[src/rtl/stage_sequencer.sv]
// Loads a program over valid/ready, then cycles FETCH/DECODE/EXECUTE with halt/reload; one stage per cycle.
// Load beats are written to pmem combinationally in the accepting cycle; ready is high for every LOAD cycle and low otherwise.
module stage_sequencer #(
    parameter int PMEM_DEPTH = 256,
    parameter int ADDR_W     = 8
) (
    input  logic              i_clk,
    input  logic              i_rst,
    input  logic              i_load_valid,
    input  logic [11:0]       i_load_data,
    input  logic              i_load_last,
    output logic              o_load_ready,
    output logic              o_pmem_we,
    output logic [ADDR_W-1:0] o_pmem_addr,
    output logic [11:0]       o_pmem_data,
    input  logic              i_halt,
    input  logic              i_reload,
    output logic [1:0]        o_Stage,
    output logic              o_halted,
    output logic [ADDR_W:0]   o_load_count,
    output logic              o_trunc,
    output logic [15:0]       o_instr_count
);

    typedef enum logic [1:0] {
        ST_LOAD    = 2'b00,
        ST_FETCH   = 2'b01,
        ST_DECODE  = 2'b10,
        ST_EXECUTE = 2'b11
    } stage_t;

    localparam logic [ADDR_W-1:0] LAST_ADDR = ADDR_W'(PMEM_DEPTH - 1);

    stage_t            state;
    logic [ADDR_W-1:0] wr_ptr;
    logic              load_beat;

    assign load_beat    = (state == ST_LOAD) && i_load_valid;
    assign o_load_ready = (state == ST_LOAD);
    assign o_pmem_we    = load_beat;
    assign o_pmem_addr  = wr_ptr;
    assign o_pmem_data  = i_load_data;
    assign o_halted     = (state == ST_FETCH) && i_halt;
    assign o_Stage      = state;

    always_ff @(posedge i_clk) begin
        if (i_rst) begin
            state         <= ST_LOAD;
            wr_ptr        <= '0;
            o_load_count  <= '0;
            o_trunc       <= 1'b0;
            o_instr_count <= '0;
        end else begin
            case (state)
                ST_LOAD: begin
                    if (load_beat) begin
                        wr_ptr       <= wr_ptr + 1'b1;
                        o_load_count <= o_load_count + 1'b1;
                        if (i_load_last) begin
                            state <= ST_FETCH;
                        end else if (wr_ptr == LAST_ADDR) begin
                            // Memory full with no end marker: run what we have and flag it.
                            state   <= ST_FETCH;
                            o_trunc <= 1'b1;
                        end
                    end
                end
                ST_FETCH: begin
                    if (i_halt && i_reload) begin
                        state         <= ST_LOAD;
                        wr_ptr        <= '0;
                        o_load_count  <= '0;
                        o_trunc       <= 1'b0;
                        o_instr_count <= '0;
                    end else if (!i_halt) begin
                        state <= ST_DECODE;
                    end
                end
                ST_DECODE: begin
                    state <= ST_EXECUTE;
                end
                ST_EXECUTE: begin
                    state         <= ST_FETCH;
                    o_instr_count <= o_instr_count + 16'd1;
                end
                default: begin
                    state <= ST_LOAD;
                end
            endcase
        end
    end

endmodule

[config.mk]
export PLATFORM = sky130hd
export DESIGN_NAME = stage_sequencer
export DESIGN_NICKNAME = d
export VERILOG_FILES = /design/src/rtl/stage_sequencer.sv
export SDC_FILE = /design/constraint.sdc
export NUM_CORES = 1
export LEC_CHECK = 0
export BUFFER_PORTS_ARGS = -buffer_cell sky130_fd_sc_hd__buf_2
export CAP_MARGIN = 5
export CORE_MARGIN = 5
export CORE_UTILIZATION = 49
export CTS_CLUSTER_SIZE = 40
export DETAILED_ROUTE_END_ITERATION = 8
export PLACE_DENSITY_LB_ADDON = 0.3
export SLEW_MARGIN = 5
export SYNTH_ARGS = -nofsm -noshare
export SYNTH_HDL_FRONTEND = slang
export SYNTH_SLANG_ARGS = --single-unit
[constraint.sdc]
create_clock -name i_clk -period 2.22 [get_ports i_clk]
set_input_delay 0.555 -clock i_clk [delete_from_list [all_inputs] [get_ports i_clk]]
set_output_delay 0.555 -clock i_clk [all_outputs]
set_load 0.02 [all_outputs]
==> metrics.cfg, run 1 <==
[run_status]
status=completed

[final_layout]
fin_util_pct=59.2
area_growth_pct=14.1
postLayoutCellArea_um2=2220
final_cell_mix=44 x buf_2, 36 x dfxtp_1, 21 x nor2_1
n_antenna_cell=0
mostFrequentLayoutCell=buf_2
nNetsFinal=287
drive_gt1_share_pct=22.9

[setup_path]
r2r_slack_ns=0.19
start_kind=flop
cp_max_fo=8
path_class=flop to output pin
crit_path_end_kind=output pin
crit_start=o_Stage[1]$_SDFFE_PP0P_
cp.arrival_ns=1.52
required_ns=1.66
r2r_start=o_Stage[1]$_SDFFE_PP0P_

[grt]
overflow=0
grt_pass1_vias=1609
grt_usage_pct=16.9
grt_max_degree=16
grt_pass1_wl_um=7150
antenna_found_initial=0

[clocking]
cts_setup_buffers=0
clk_pin_slew_ns=0.07
hold_buffers=0
cts_made_buffers=5
htreeDepth=2
cts_tree=built
root_buffer=clkbuf_8
cts_buffer_depth=2
cts.sink_count=36
clkLatencyLatePin_ns=0.29

[floorplanning]
dieHeight_um=73.0
die_area_um2=5320
ios=69
core_area_um2=3740
start_util_pct=51.9
die_w_um=73.0
num_rows=22

[synthesis]
synth_warnings=0
synth_edf_count=0
syn_area_per_cell_um2=8.64
synthArstFlopShare_pct=0
syn_nets=251
synthesis.area_um2=1940
ys_ff_latch=36
synthFlopType=dfxtp_1
seq_area_frac_synth_pct=37.1
synthDistinctLibCells=45
syn_inst=225

[sta]
post-route-min-period_ns=2.07
min_period_over_period_pct=93.3
hold_viol=0
maxSlewHeadroom_pct=68.7
setup_viol_count_final=0
tightest_slew_ns=0.470
rsz0062_at_grt=false
fmax_mhz=483
tns_ns=0
clock_skew_ns=0.00293
drv_slew=0

[placed_design]
globalplace.congestion=0.779
portBuffers=44
dp_hpwl_um=3080
placed_area_um2=2120

[power_and_ir_drop]
p_leak_nw=0.906
ir_drop_v=0.000385
power_w=0.00139
power.density_nw_per_um2=625

[detailed_routing]
wl_per_cell_um=13.6
dr.pass1.iters=4
wirelength_um=4230
drtIter0Drc=82
route.detailed.drc=0
viasPerCell=5.49
via_count=1703
ant_nets=0

[min_path]
hp-start=o_load_count[8]$_SDFFE_PP0P_
hp-class=flop to flop

[flow_run]
drv_cap=0

metal layers:
layer | vias up | global-route usage (%) | wire, um
met4 | 0 | 7.38 | 71
met3 | 12 | 4.27 | 260
met1 | 783 | 20.6 | 1960
met2 | 44 | 28.0 | 1930
li1 | 864 | - | -
met5 | - | 0 | 0
critical path: stages, from the launching register on:
cell,delay [ns]
dfxtp_1,0.40
inv_1,0.10
ha_1,0.24
buf_4,0.18
and2_1,0.15
buf_2,0.15
final cells by class:
cell class | count | area [um2]
tap | 48 | 60.1
clock buffer | 8 | 90.1
fill | 351 | 1530
inverter | 9 | 33.8
sequential | 36 | 721
multi-input combinational | 161 | 1060
timing repair buffer | 48 | 250
kinds of logic (layout without fill, tap and decap cells):
| family | Yosys count | count (layout) | synth area share [%] |
|---|---|---|---|
| simple gates | 93 | 93 | 25.9 |
| compound gates | 40 | 40 | 13.6 |
| flops | 36 | 36 | 37.1 |
| buf+inv | 28 | 65 | 8.69 |
| xor+xnor | 15 | 15 | 6.76 |
| fa+ha+maj | 8 | 8 | 5.15 |
| mux | 5 | 5 | 2.83 |
registers in the layout, summed over array words and instances (netlist names):
register and flops:
o_instr_count 16, o_load_count 9, o_pmem_addr 8, o_trunc 1, o_Stage 2
worst paths after layout:
kind,to,depth (start not counted)
setup reg to reg,o_instr_count[14]$_SDFFE_PP0P_,6
hold reg to reg,o_load_count[8]$_SDFFE_PP0P_,2
setup / recovery,o_halted,5
hold / removal,o_load_count[8]$_SDFFE_PP0P_,2
synth_stat cells, types with 2 or more instances:
| cell | count | share of area (%) |
|---|---|---|
| nor3_1 | 4 | 1.0 |
| nor4b_1 | 3 | 1.4 |
| nand3_1 | 11 | 2.8 |
| buf_2 | 3 | 0.77 |
| inv_1 | 9 | 1.7 |
| buf_6 | 2 | 1.2 |
| nand4_2 | 2 | 1.3 |
| nor2b_1 | 3 | 0.97 |
| nor2_1 | 21 | 4.1 |
| nand2_1 | 20 | 3.9 |
| xor2_1 | 3 | 1.4 |
| o211ai_1 | 5 | 1.9 |
| or4_1 | 8 | 3.1 |
| o31ai_1 | 5 | 1.9 |
| nand4_1 | 5 | 1.6 |
| buf_4 | 12 | 4.6 |
| or2_1 | 2 | 0.64 |
| or3_1 | 2 | 0.64 |
| clkbuf_1 | 2 | 0.39 |
| and2_1 | 2 | 0.64 |
| mux2i_1 | 3 | 1.5 |
| o21ai_0 | 5 | 1.3 |
| a21oi_1 | 14 | 3.6 |
| dfxtp_1 | 36 | 37 |
| xnor2_1 | 12 | 5.4 |
| a211oi_1 | 3 | 1.2 |
| nor4_1 | 2 | 0.64 |
| ha_1 | 8 | 5.2 |
| a311oi_1 | 2 | 0.90 |
stage by stage:
step | instances | hold slack, ns | worst slack (ns)
after CTS | 310 | 0.484 | 0.136
after global routing | 310 | 0.499 | 0.0221
final | 310 | 0.482 | 0.149
after floorplan | 225 | 0.551 | 0.159
after detailed placement | 302 | 0.473 | 0.157
after global placement | 302 | 0.463 | 0.226
power by group:
| group | switching (W) | internal (W) | total (W) |
|---|---|---|---|
| clock | 0.000237 | 0.000253 | 0.000491 |
| sequential | 0.0000195 | 0.000659 | 0.000679 |
| combinational | 0.000135 | 0.0000803 | 0.000216 |
| total | 0.000392 | 0.000993 | 0.00139 |
repair_timing:
item	in CTS	in global routing
endpoints found under the hold margin	0	0
resized for setup	0	1
endpoints found under the setup margin	0	19
No activity file was read; power rests on OpenSTA's default activity.
==> run 2: changes to the inputs <==
--- a/config.mk
+++ b/config.mk
@@ -8,7 +8,7 @@
 export BUFFER_PORTS_ARGS = -buffer_cell sky130_fd_sc_hd__buf_2
 export CAP_MARGIN = 5
 export CORE_MARGIN = 5
-export CORE_UTILIZATION = 49
+export CORE_UTILIZATION = 53
 export CTS_CLUSTER_SIZE = 40
 export DETAILED_ROUTE_END_ITERATION = 8
 export PLACE_DENSITY_LB_ADDON = 0.3
==> constraint.sdc (replaced) <==
create_clock -name i_clk -period 2.45 [get_ports i_clk]
set_input_delay 0.6125 -clock i_clk [delete_from_list [all_inputs] [get_ports i_clk]]
set_output_delay 0.6125 -clock i_clk [all_outputs]
set_load 0.02 [all_outputs]
==> run 2 against run 1 <==
  * Sequential share of layout area rose by 0.41 points
  * Cell area fell by 1.2%
  * Global-route usage rose by 0.94 points
  * Core utilization rose by 1.5 points
  * First-iteration DRC count rose by 63%
  * Via count fell by 2.1%
  * Largest cell class unchanged
==> metrics.cfg, run 2 (same netlist as run 1, synthesis figures left out) <==
[run_status]
status=completed

[detailed_routing]
wl_met2_um=1970  ; +2.1%
top_layer=met4
wl_per_cell_um=13.6  ; -0.22%
viasPerCell=5.43  ; -1.2%
dr.pass1.iters=4  ; unchanged
dr_wl_met3_um=244  ; -6.2%
ant_nets=0  ; unchanged
route.detailed.drc=0  ; unchanged
via_count=1667  ; -2.1%
wl_met1_um=1940  ; -1.4%
drtIter0Drc=134  ; +63%
wirelength_um=4180  ; -1.2%

[floorplanning]
die_area_um2=4980  ; -6.5%
dieHeight_um=70.6  ; -3.3%
die_w_um=70.6  ; -3.3%
core_area_um2=3610  ; -3.7%
start_util_pct=53.9  ; +2.0 points
ios=69  ; unchanged
num_rows=22  ; unchanged

[sta]
maxSlewHeadroom_pct=65.7  ; -3.0 points
tns_ns=0  ; unchanged
rsz0062_at_grt=false
tightest_slew_ns=0.504  ; +0.0345 ns
post-route-min-period_ns=2.16
layout_setup_ws_ns=0.291  ; +0.142 ns
setup_viol_count_final=0  ; unchanged
drv_slew=0  ; unchanged
fmax_mhz=463
clock_skew_ns=0.0113  ; +0.00841 ns
min_period_over_period_pct=88.1
hold_viol=0  ; unchanged

[final_layout]
fillCellCount=339  ; -3.4%
largest_reg_flops=16  ; unchanged
fin_util_pct=60.7  ; +1.5 points
top_register=o_instr_count
area_growth_pct=12.7
drive_gt1_share_pct=22.4  ; -0.51 points
fin_cells=307  ; -0.97%
mostFrequentLayoutCell=buf_2
n_antenna_cell=0  ; unchanged
nNetsFinal=284  ; -1.0%
final_cell_mix=44 x buf_2, 36 x dfxtp_1, 21 x nor2_1

[placed_design]
globalplace.congestion=0.764  ; -2.0%
dp_hpwl_um=3090  ; +0.32%
dp.cells=299  ; -0.99%
pre_cts_ws_ns=0.276  ; +0.119 ns
portBuffers=44  ; unchanged

[grt]
overflow=0  ; unchanged
grt_usage_pct=17.8  ; +0.94 points
grt_pass1_wl_um=7440  ; +4.1%
grt_max_degree=16  ; unchanged
antenna_found_initial=0  ; unchanged
grt_pass1_vias=1654  ; +2.8%

[setup_path]
start_kind=flop
crit_path_end_kind=flop
path_class=flop to flop
cp.arrival_ns=2.39  ; +0.87 ns
cp_max_fo=12  ; +4
required_ns=2.68  ; +1.02 ns

[clocking]
root_buffer=clkbuf_8
hold_buffers=0  ; unchanged
cts_buffer_depth=2  ; unchanged
cts_setup_buffers=0  ; unchanged
cts_made_buffers=5  ; unchanged
cts.sink_count=36  ; unchanged
clkLatencyLatePin_ns=0.28  ; about the same
cts_tree=built
clk_pin_slew_ns=0.07  ; about the same
ctsResizeCount=0  ; unchanged
htreeDepth=2  ; unchanged

[min_path]
hp-class=flop to flop

[power_and_ir_drop]
p_leak_nw=0.888  ; -1.9%
power.density_nw_per_um2=563  ; -10%
ir_drop_v=0.000412  ; +7.1%

[flow_run]
drv_cap=0  ; unchanged

-- run 2: final timing paths --
path	from	to	slack, ns	depth (start not counted)
worst max-delay path	o_Stage[1]$_SDFFE_PP0P_	o_instr_count[10]$_SDFFE_PP0P_	0.29	6
worst min register to register	o_instr_count[15]$_SDFFE_PP0P_	o_instr_count[15]$_SDFFE_PP0P_	0.48	2
worst max register to register	o_Stage[1]$_SDFFE_PP0P_	o_instr_count[10]$_SDFFE_PP0P_	0.29	6
worst min-delay path	o_instr_count[15]$_SDFFE_PP0P_	o_instr_count[15]$_SDFFE_PP0P_	0.48	2
-- run 2: per-layer routing --
metal  up-vias  track usage, %
li1        859               -
met4         0            4.18
met5         -               0
met3         4            4.69
met2        43            31.0
met1       761            22.1
-- run 2: through the flow --
stage          cell area (um2)  hold slack (ns)  power (W)
5_1_grt                   2190            0.515    0.00129
4_1_cts                   2190            0.486    0.00124
6_report                  2190            0.478    0.00123
3_5_place_dp              2100            0.475   0.000808
3_3_place_gp              2100            0.467   0.000805
2_1_floorplan             1940            0.551   0.000788
-- run 2: final cells by class --
class | count | area [um2] | area share, %
Tap cell | 48 | 60.1 | 2.74
Clock inverter | 1 | 7.51 | 0.343
Multi-Input combinational cell | 161 | 1050 | 48.1
Sequential cell | 36 | 721 | 32.9
Inverter | 9 | 33.8 | 1.54
Clock buffer | 7 | 86.3 | 3.94
Timing Repair Buffer | 45 | 228 | 10.4
-- run 2: report_power, final --
part	internal, W	total (W)	switching [W]
logic	0.0000616	0.000179	0.000118
clock network	0.000229	0.000437	0.000208
registers	0.000597	0.000616	0.0000181
-- run 2: critical path: stages, from the launching register on --
cell and delay, ns:
dfxtp_1 0.39, inv_1 0.09, ha_1 0.31, nand3b_1 0.29
a2111o_1 0.54, or4_1 0.42, nand2_1 0.07
